==> config.mk <==
export PLATFORM = sky130hd
export DESIGN_NAME = hd63701_ctx_engine
export DESIGN_NICKNAME = d
export VERILOG_FILES = /design/src/rtl/hd63701_pkg.sv /design/src/rtl/hd63701_slot_iter.sv /design/src/rtl/hd63701_ctx_engine.sv
export SDC_FILE = /design/constraint.sdc
export NUM_CORES = 1
export LEC_CHECK = 0
export ABC_AREA = 1
export CELL_PAD_IN_SITES_DETAIL_PLACEMENT = 1
export CELL_PAD_IN_SITES_GLOBAL_PLACEMENT = 1
export CORE_ASPECT_RATIO = 1.1
export CORE_UTILIZATION = 39
export DETAILED_ROUTE_END_ITERATION = 12
export GPL_TIMING_DRIVEN = 0
export PLACE_DENSITY = 0.93
export SLEW_MARGIN = 20
export SYNTH_ARGS = -nofsm -noshare
export SYNTH_HDL_FRONTEND = slang
export SYNTH_SLANG_ARGS = --single-unit
==> constraint.sdc <==
create_clock -name CLK -period 11.6 [get_ports CLK]
set_input_delay 2.32 -clock CLK [delete_from_list [all_inputs] [get_ports CLK]]
set_output_delay 2.32 -clock CLK [all_outputs]
set_load 0.02 [all_outputs]
==> src/rtl/hd63701_pkg.sv <==
// Shared definitions for the HD63701 context save/restore engine:
// FSM encoding, transfer mode constants and a sizing helper.
package hd63701_pkg;

  typedef enum logic [1:0] {
    ST_IDLE = 2'd0,
    ST_XFER = 2'd1,
    ST_DONE = 2'd2
  } state_t;

  localparam logic MODE_SAVE = 1'b0;
  localparam logic MODE_PULL = 1'b1;

  // Index width for a slot counter; never narrower than one bit.
  function automatic int idx_bits(input int n);
    return (n > 1) ? $clog2(n) : 1;
  endfunction

endpackage

==> src/rtl/hd63701_slot_iter.sv <==
// Priority encoder over the remaining slot mask: lowest set bit when
// ascending (save), highest set bit when descending (restore).
module hd63701_slot_iter
  import hd63701_pkg::*;
#(
  parameter int NREG = 5,
  parameter int IW   = idx_bits(NREG)
) (
  input  logic [NREG-1:0] mask,
  input  logic            descending,
  output logic [IW-1:0]   idx,
  output logic            valid,
  output logic [NREG-1:0] onehot
);

  // Later loop iterations override earlier ones, so the scan order picks the winner.
  always_comb begin
    idx   = '0;
    valid = |mask;
    for (int i = 0; i < NREG; i++) begin
      if (descending) begin
        if (mask[i]) idx = IW'(i);
      end else begin
        if (mask[NREG-1-i]) idx = IW'(NREG-1-i);
      end
    end
  end

  for (genvar gi = 0; gi < NREG; gi++) begin : g_onehot
    assign onehot[gi] = valid && (idx == IW'(gi));
  end

endmodule

==> src/rtl/hd63701_ctx_engine.sv <==
// Byte-serial register context engine: pushes a masked set of 8/16-bit
// slots onto a descending stack, or pulls them back in reverse order.
module hd63701_ctx_engine
  import hd63701_pkg::*;
#(
  parameter int              NREG      = 5,
  parameter logic [NREG-1:0] WIDE_MASK = 5'b00011,
  parameter int              AW        = 16
) (
  input  logic               CLK,
  input  logic               RST,
  input  logic               start,
  input  logic               mode,
  input  logic [NREG-1:0]    reg_mask,
  input  logic [AW-1:0]      sp_in,
  input  logic [NREG*16-1:0] regs_in,
  output logic [NREG*16-1:0] regs_out,
  output logic [NREG-1:0]    reg_we,
  output logic [AW-1:0]      sp_out,
  output logic               sp_we,
  output logic               busy,
  output logic               done,
  output logic [AW-1:0]      AD,
  output logic               RW,
  output logic [7:0]         DO,
  input  logic [7:0]         DI,
  input  logic               rdy
);

  localparam int IW = idx_bits(NREG);

  state_t               state_reg;
  logic                 mode_reg;
  logic [NREG-1:0]      mask_reg;
  logic [NREG-1:0]      rem_reg;
  logic [AW-1:0]        sp_reg;
  logic                 phase_reg;
  logic [NREG*16-1:0]   regs_lat_reg;
  logic [NREG*16-1:0]   regs_out_reg;
  logic                 done_reg;
  logic                 sp_we_reg;
  logic [NREG-1:0]      reg_we_reg;

  logic [IW-1:0]        cur_idx;
  logic                 cur_valid;
  logic [NREG-1:0]      cur_onehot;
  logic [15:0]          lat_words [NREG];
  logic [15:0]          cur_word;
  logic                 cur_wide;
  logic                 byte_hi;
  logic                 last_byte;
  logic [7:0]           cur_byte;
  logic [NREG-1:0]      rem_clr;
  logic                 in_xfer;

  hd63701_slot_iter #(
    .NREG (NREG),
    .IW   (IW)
  ) u_slot_iter (
    .mask       (rem_reg),
    .descending (mode_reg),
    .idx        (cur_idx),
    .valid      (cur_valid),
    .onehot     (cur_onehot)
  );

  for (genvar gi = 0; gi < NREG; gi++) begin : g_words
    assign lat_words[gi] = regs_lat_reg[16*gi +: 16];
  end

  always_comb begin
    cur_word = '0;
    for (int i = 0; i < NREG; i++) begin
      if (cur_onehot[i]) cur_word = cur_word | lat_words[i];
    end
  end

  // phase_reg counts bytes within a slot; save goes low->high, restore high->low.
  assign cur_wide  = |(WIDE_MASK & cur_onehot);
  assign byte_hi   = (mode_reg == MODE_SAVE) ? phase_reg : (cur_wide & ~phase_reg);
  assign last_byte = ~cur_wide | phase_reg;
  assign cur_byte  = byte_hi ? cur_word[15:8] : cur_word[7:0];
  assign rem_clr   = rem_reg & ~cur_onehot;
  assign in_xfer   = (state_reg == ST_XFER);

  // Pull reads the byte above SP (pre-increment); push writes at SP (post-decrement).
  assign AD       = (in_xfer && mode_reg == MODE_PULL) ? sp_reg + AW'(1) : sp_reg;
  assign RW       = in_xfer && (mode_reg == MODE_SAVE);
  assign DO       = RW ? cur_byte : 8'h00;
  assign busy     = (state_reg != ST_IDLE);
  assign done     = done_reg;
  assign sp_we    = sp_we_reg;
  assign reg_we   = reg_we_reg;
  assign sp_out   = sp_reg;
  assign regs_out = regs_out_reg;

  always_ff @(posedge CLK or posedge RST) begin
    if (RST) begin
      state_reg    <= ST_IDLE;
      mode_reg     <= MODE_SAVE;
      mask_reg     <= '0;
      rem_reg      <= '0;
      sp_reg       <= '0;
      phase_reg    <= 1'b0;
      regs_lat_reg <= '0;
      regs_out_reg <= '0;
      done_reg     <= 1'b0;
      sp_we_reg    <= 1'b0;
      reg_we_reg   <= '0;
    end else begin
      done_reg   <= 1'b0;
      sp_we_reg  <= 1'b0;
      reg_we_reg <= '0;
      case (state_reg)
        ST_IDLE: begin
          if (start) begin
            mode_reg     <= mode;
            mask_reg     <= reg_mask;
            rem_reg      <= reg_mask;
            sp_reg       <= sp_in;
            regs_lat_reg <= regs_in;
            phase_reg    <= 1'b0;
            if (|reg_mask) begin
              state_reg <= ST_XFER;
            end else begin
              state_reg  <= ST_DONE;
              done_reg   <= 1'b1;
              sp_we_reg  <= 1'b1;
              reg_we_reg <= '0;
            end
          end
        end
        ST_XFER: begin
          if (rdy && cur_valid) begin
            if (mode_reg == MODE_SAVE) begin
              sp_reg <= sp_reg - AW'(1);
            end else begin
              sp_reg <= sp_reg + AW'(1);
              for (int i = 0; i < NREG; i++) begin
                if (cur_onehot[i]) begin
                  if (byte_hi) regs_out_reg[16*i+8 +: 8] <= DI;
                  else         regs_out_reg[16*i   +: 8] <= DI;
                end
              end
            end
            if (last_byte) begin
              rem_reg   <= rem_clr;
              phase_reg <= 1'b0;
              if (rem_clr == '0) begin
                state_reg  <= ST_DONE;
                done_reg   <= 1'b1;
                sp_we_reg  <= 1'b1;
                reg_we_reg <= (mode_reg == MODE_PULL) ? mask_reg : '0;
              end
            end else begin
              phase_reg <= 1'b1;
            end
          end
        end
        ST_DONE: state_reg <= ST_IDLE;
        default: state_reg <= ST_IDLE;
      endcase
    end
  end

endmodule

# After elaboration in Yosys (flattened, before gate mapping)
# Index checks and enable logic that the tools add are counted.
[word_totals]
reg_bits = 196
input_bits = 114
out_inout_bits = 129
wordCells = 122
[op_classes]
n_addsub = 2
n_eq_ne = 9
muxes = 50
bitwise = 12
n_reduce_logical = 30
[op_table]
columns = ["op", "n"]
rows = [
  ["16-bit 2-to-1 mux", 9],
  ["16-bit bitwise OR", 4],
  ["5-bit AND reduction", 10],
  ["5-bit 2-to-1 mux", 8],
  ["3-bit 2-to-1 mux", 12],
  ["16-bit case mux with 2 select lines", 1],
  ["16-bit by 1-bit adder with 16-bit output (second input constant)", 1],
  ["8-bit 2-to-1 mux", 2],
  ["16-bit by 1-bit subtractor with 16-bit output (second input constant)", 1],
  ["2-bit 2-to-1 mux", 5],
  ["5-bit case mux with 2 select lines", 1],
  ["5-bit OR reduction", 2],
  ["1-bit 2-to-1 mux", 9],
  ["1-bit logical AND", 8],
  ["4-bit AND reduction", 2],
  ["3-bit by 2-bit == test with 1-bit output (second input constant)", 2],
  ["5-bit AND", 1],
  ["5-bit zero test", 1],
  ["5-bit NOT", 1],
  ["2-bit by 1-bit != test with 1-bit output (second input constant)", 2],
  ["2-bit != test (second input constant)", 2],
  ["1-bit NOT", 4],
  ["1-bit case mux with 2 select lines", 2],
  ["2-bit case mux with 2 select lines", 1],
  ["11 further kinds", 12],
]

# Depth between registers and ports, before layout
[depth]
ltp_word = 22
mapped_depth = 14
mapped_depth_nobuf = 14

# Cells and area by module
# Synthesis repeated with hierarchy kept, for this count alone.
[hier_totals]
hier_cells = 985
hier_area_um2 = 9168.8
[modules_own_cells]
columns = ["module", "instances", "cells_each", "area_per_inst_um2", "seq_area_each_um2"]
rows = [
  ["hd63701_ctx_engine", 1, 957, 9043.7, 4904.7],
  ["hd63701_slot_iter", 1, 28, 125.1, 0.0],
]

# Worst setup path before layout
# Ideal clock, no wire load.
[synth_timing]
path_kind = "register -> output"
from = "register mode_reg"
to = "output DO[0]"
arrival_time_ns = 2.085
t_required_ns = 9.280
path_slack_ns = 7.195
stages_incl_launch_ff = 13
path_buffers = 1
cell_sequence = "dfrtp_1 > inv_2 > nand2_1 > nand2_1 > nand2_1 > nand2_1 > nand3_1 > inv_1 > buf_2 > nand2_1 > nand3_1 > nand2_1 > a21oi_1"
[synth_between]
elab_chain_len = 21
elab_cells_between_ends = 37
classes_between = "eq/ne: 4; mux: 19; bitwise: 6; reduce/logical: 8"
[synth_lines]
columns = ["element", "line", "rtl"]
rows = [
  ["from (decl)", "hd63701_ctx_engine.sv:33", "logic mode_reg;"],
  ["from (signal assigned)", "hd63701_ctx_engine.sv:117", "mode_reg <= mode;"],
  ["3-bit 2-to-1 mux", "hd63701_slot_iter.sv:21", "if (descending) begin"],
  ["3-bit 2-to-1 mux, on equally long branches", "hd63701_slot_iter.sv:24, hd63701_slot_iter.sv:22", ""],
  ["3-bit 2-to-1 mux", "hd63701_slot_iter.sv:21", ""],
  ["3-bit 2-to-1 mux", "hd63701_slot_iter.sv:22, hd63701_slot_iter.sv:24", ""],
  ["3-bit 2-to-1 mux, on equally long branches", "hd63701_slot_iter.sv:24, hd63701_slot_iter.sv:22", ""],
  ["3-bit 2-to-1 mux", "hd63701_slot_iter.sv:21", ""],
  ["3-bit 2-to-1 mux, on equally long branches", "hd63701_slot_iter.sv:24, hd63701_slot_iter.sv:22", ""],
  ["3-bit 2-to-1 mux", "hd63701_slot_iter.sv:21", ""],
  ["[5 not listed]", "n/a", ""],
  ["16-bit bitwise OR", "hd63701_ctx_engine.sv:74", "if (cur_onehot[i]) cur_word = cur_word | lat_words[i];"],
  ["16-bit 2-to-1 mux", "hd63701_ctx_engine.sv:74", ""],
  ["16-bit bitwise OR", "hd63701_ctx_engine.sv:74", ""],
  ["16-bit 2-to-1 mux", "hd63701_ctx_engine.sv:74", ""],
  ["16-bit bitwise OR", "hd63701_ctx_engine.sv:74", ""],
  ["16-bit 2-to-1 mux", "hd63701_ctx_engine.sv:74", ""],
  ["8-bit 2-to-1 mux", "hd63701_ctx_engine.sv:82", "assign cur_byte = byte_hi ? cur_word[15:8] : cur_word[7:0];"],
  ["8-bit 2-to-1 mux (*)", "hd63701_ctx_engine.sv:89", "assign DO = RW ? cur_byte : 8'h00;"],
  ["to (decl)", "hd63701_ctx_engine.sv:25", "output logic [7:0] DO,"],
]
# Every way passes the cells marked *; elsewhere a longest branch is shown, timed or not.

# Worst setup path in the final report
[layout_timing]
from = "register mode_reg"
to = "output DO[2]"
# Same word-level chain as after synthesis.

==> impl_metrics.env <==
export IMPL_status="finished, final reports clean"
export IMPL_comb_power_share=0.513
export IMPL_fin_crit_sh=0.546
export IMPL_seq_area_mm2=0.00490
export IMPL_drt_pass1_iterations=5
export IMPL_cts_hold_buf=0
export IMPL_timing_rr_start="mode_reg"
export IMPL_grt_pass1_vias=9574
export IMPL_grt_antenna_before_repair=0
export IMPL_setup_viol=0
export IMPL_r2r_slack_ns=8.90
export IMPL_clk_latency_ns=0.44
export IMPL_async_reset_ff_frac=1.00
export IMPL_cts_resized=0
export IMPL_viasPerCell=5.46
export IMPL_routed_wl_um=35100
export IMPL_reg2regPathDepth=10
export IMPL_p_sw_w=0.00171
export IMPL_io_buffers=242
export IMPL_maxCapViolCount=0
export IMPL_hpwl_um=24600
export IMPL_min_path_cells=1
export IMPL_hold_end="regs_out[72]"
export IMPL_vias=8632
export IMPL_rsz0062_at_grt="false"
export IMPL_cp_end_kind="output pin"
export IMPL_cts_tree="done"
export IMPL_slew_viol_final=0
export IMPL_rows=57
export IMPL_fillers=2569
export IMPL_syn_area_per_cell_um2=8.88
export IMPL_grt_total_usage=0.305
export IMPL_cts_path_max_buffers=2
export IMPL_drt_initial_drc_count=542
export IMPL_root_buffer="clkbuf_16"
export IMPL_power_share_clock=0.171
export IMPL_cts_setup_buffers=0
export IMPL_antenna_left=0
export IMPL_holdCritStartpoint="regs_out[72]"
export IMPL_synth_distinct_cells=38
export IMPL_syn_inst=1009
export IMPL_skew_ns=0.0130
export IMPL_crit_type="flop to output pin"
export IMPL_clock_fmax_mhz=158
export IMPL_intPower_w=0.00193
export IMPL_syn_nets=1125
export IMPL_irDropWorstVdd_v=0.000125
export IMPL_fin_nets=1388
export IMPL_synth_area_mm2=0.00896
export IMPL_yosysWarnings=0
export IMPL_initial_core_util=0.401
export IMPL_grt_first_pass_wirelength_um=54700
export IMPL_required_ns=9.28
export IMPL_dp_cells=1548
export IMPL_synth_edf_count=0
export IMPL_max_slew_margin=0.420
export IMPL_die_w_um=147
export IMPL_clock_sinks=196
export IMPL_power_frac_seq=0.316
export IMPL_cts_made_buffers=17
export IMPL_min_period_ns=6.34
export IMPL_ys_seq_elements=196
export IMPL_wl_per_cell_um=22.2
export IMPL_reg2reg_to="regs_out[7]"
export IMPL_dieArea_mm2=0.0236
export IMPL_sw_frac_of_total=0.469
export IMPL_finalSetupTns_ns=0
export IMPL_clk_pin_slew_ns=0.08
export IMPL_routabilityCongestion=0.926
export IMPL_grt_max_degree=100
export IMPL_p_total_w=0.00364
export IMPL_gr_total_overflow=0
export IMPL_final_cells=1580
export IMPL_p_leak_nw=5.64
export IMPL_tightest_slew_ns=0.870
export IMPL_dominantRegCellSynth="dfrtp_1"
export IMPL_route_detailed_drc=0
export IMPL_multi_input_area_mm2=0.00345
export IMPL_syn2layout_area_growth_pct=38.7
export IMPL_hold_violations=0
export IMPL_yosysSeqAreaShare=0.547
export IMPL_path_max_fanout=10
export IMPL_diodes=0
export IMPL_layout_drive_gt1_share=0.0911
export IMPL_crit_arrival_ns=4.02
export IMPL_power_density_mw_per_mm2=293
export IMPL_finalWorstSetupSlack_ns=5.26
export IMPL_pin_count=243
export IMPL_preCtsSetupSlack_ns=5.87
export IMPL_start_kind="flop"
export IMPL_die_h_um=161
export IMPL_holdCritPathClass="flop to flop"
export IMPL_h_tree_depth=4
export IMPL_core_area_mm2=0.0223
[cell usage in the layout (no fill, tap or decap), types with 2 or more instances in the layout]
master / Yosys / routed
nor2_1: 88 / 88
xor2_1: 6 / 6
o311ai_0: 2 / 2
nand3b_1: 2 / 2
a31oi_1: 5 / 5
buf_2: 5 / 5
clkbuf_16: 0 / 17
o211ai_1: 5 / 5
o21ai_0: 74 / 74
mux2_2: 54 / 54
nand4_1: 6 / 6
clkdlybuf4s50_1: 0 / 242
clkbuf_1: 58 / 58
nor3_1: 7 / 7
o21ai_1: 32 / 32
buf_16: 0 / 2
nand2_1: 218 / 218
a22o_1: 5 / 5
nand3_1: 62 / 62
nor4_1: 3 / 3
dfrtp_1: 196 / 196
inv_8: 0 / 6
nor2_2: 2 / 2
nand2_2: 2 / 2
ha_1: 2 / 2
inv_1: 88 / 87
a21oi_1: 53 / 53
clkinv_1: 2 / 2
clkinv_8: 0 / 5
o21bai_1: 2 / 2
inv_6: 0 / 2
o22ai_1: 8 / 8
o21ai_2: 8 / 8
nand2_4: 4 / 4
[layout make-up]
type	instances	area share
buffer	66	0.0213
clock buffer	17	0.0342
clock inverter	15	0.0149
inverter	91	0.0281
multi-input combinational	656	0.278
sequential	196	0.395
tap	295	0.0297
timing repair buffer	244	0.199
[metal layers]
layer	GRT usage	up-vias	routed length (µm)
met5	0	-	0
li1	-	3821	-
met4	0.161	0	1620
met2	0.547	371	18200
met3	0.0650	112	2210
met1	0.340	4328	13200
[worst max-delay path, cell delays in order, from the launching register on]
cell	delay (ns)
dfrtp_1	0.48
inv_2	0.24
nand2_1	0.08
nand2_1	0.07
nand2_1	0.09
nand2_1	0.38
nand3_1	0.44
inv_1	0.31
buf_2	0.30
nand2_1	0.11
nand3_1	0.15
nand2_1	0.09
a21oi_1	0.21
clkdlybuf4s50_1	0.64
[synthesized netlist by cell type (all sizes together) (3+ instances only)]
cell | instances | share of area
mux2 | 54 | 0.068
xor2 | 6 | 0.0059
a21oi | 53 | 0.030
nor2 | 91 | 0.040
o21ai | 114 | 0.067
nand4 | 6 | 0.0042
inv | 89 | 0.037
nand2 | 224 | 0.098
nand3 | 63 | 0.037
nor4 | 3 | 0.0021
dfrtp | 196 | 0.55
clkbuf | 58 | 0.024
buf | 8 | 0.0053
a31oi | 5 | 0.0035
o211ai | 5 | 0.0042
nor3 | 8 | 0.0057
a22o | 5 | 0.0049
o22ai | 8 | 0.0056
[power by group through the flow]
| stage | Sequential, W | Clock [W] | Combinational [W] |
|---|---|---|---|
| after detailed placement | 0.00113 | 0 | 0.00179 |
| after floorplan | 0.00121 | 0 | 0.000931 |
| final | 0.00115 | 0.000621 | 0.00187 |
| after global placement | 0.00111 | 0 | 0.00169 |
| after global routing | 0.00117 | 0.000647 | 0.00200 |
| after CTS | 0.00114 | 0.000626 | 0.00185 |
[kinds of logic (layout without fill, tap and decap cells)]
| kind of cell | Yosys count | in the layout | synth area share |
|---|---|---|---|
| simple gates | 398 | 398 | 0.188 |
| compound gates | 196 | 196 | 0.120 |
| flops | 196 | 196 | 0.547 |
| buf+inv | 157 | 433 | 0.0677 |
| mux | 54 | 54 | 0.0679 |
| xor+xnor | 6 | 6 | 0.00587 |
| fa+ha+maj | 2 | 2 | 0.00279 |
[how the worst max path moves through the flow]
stage / start / slack (ns) / end
2_1_floorplan: RST / 3.94 / mask_reg[0]
3_3_place_gp: RST / 1.37 / sp_we
3_5_place_dp: mode_reg / 5.87 / DO[2]
4_1_cts: mode_reg / 5.32 / DO[2]
5_1_grt: mode_reg / 5.18 / DO[2]
6_report: mode_reg / 5.26 / DO[2]
[metrics by stage]
step	hold slack, ns	instance area (µm²)	utilization
4_1_cts	0.471	12400	0.557
3_5_place_dp	0.451	11800	0.529
3_3_place_gp	0.439	11800	0.526
2_1_floorplan	0.453	8960	-
5_1_grt	0.478	12400	0.557
6_report	0.467	12400	0.557
Power figures use the tool's default switching activity.
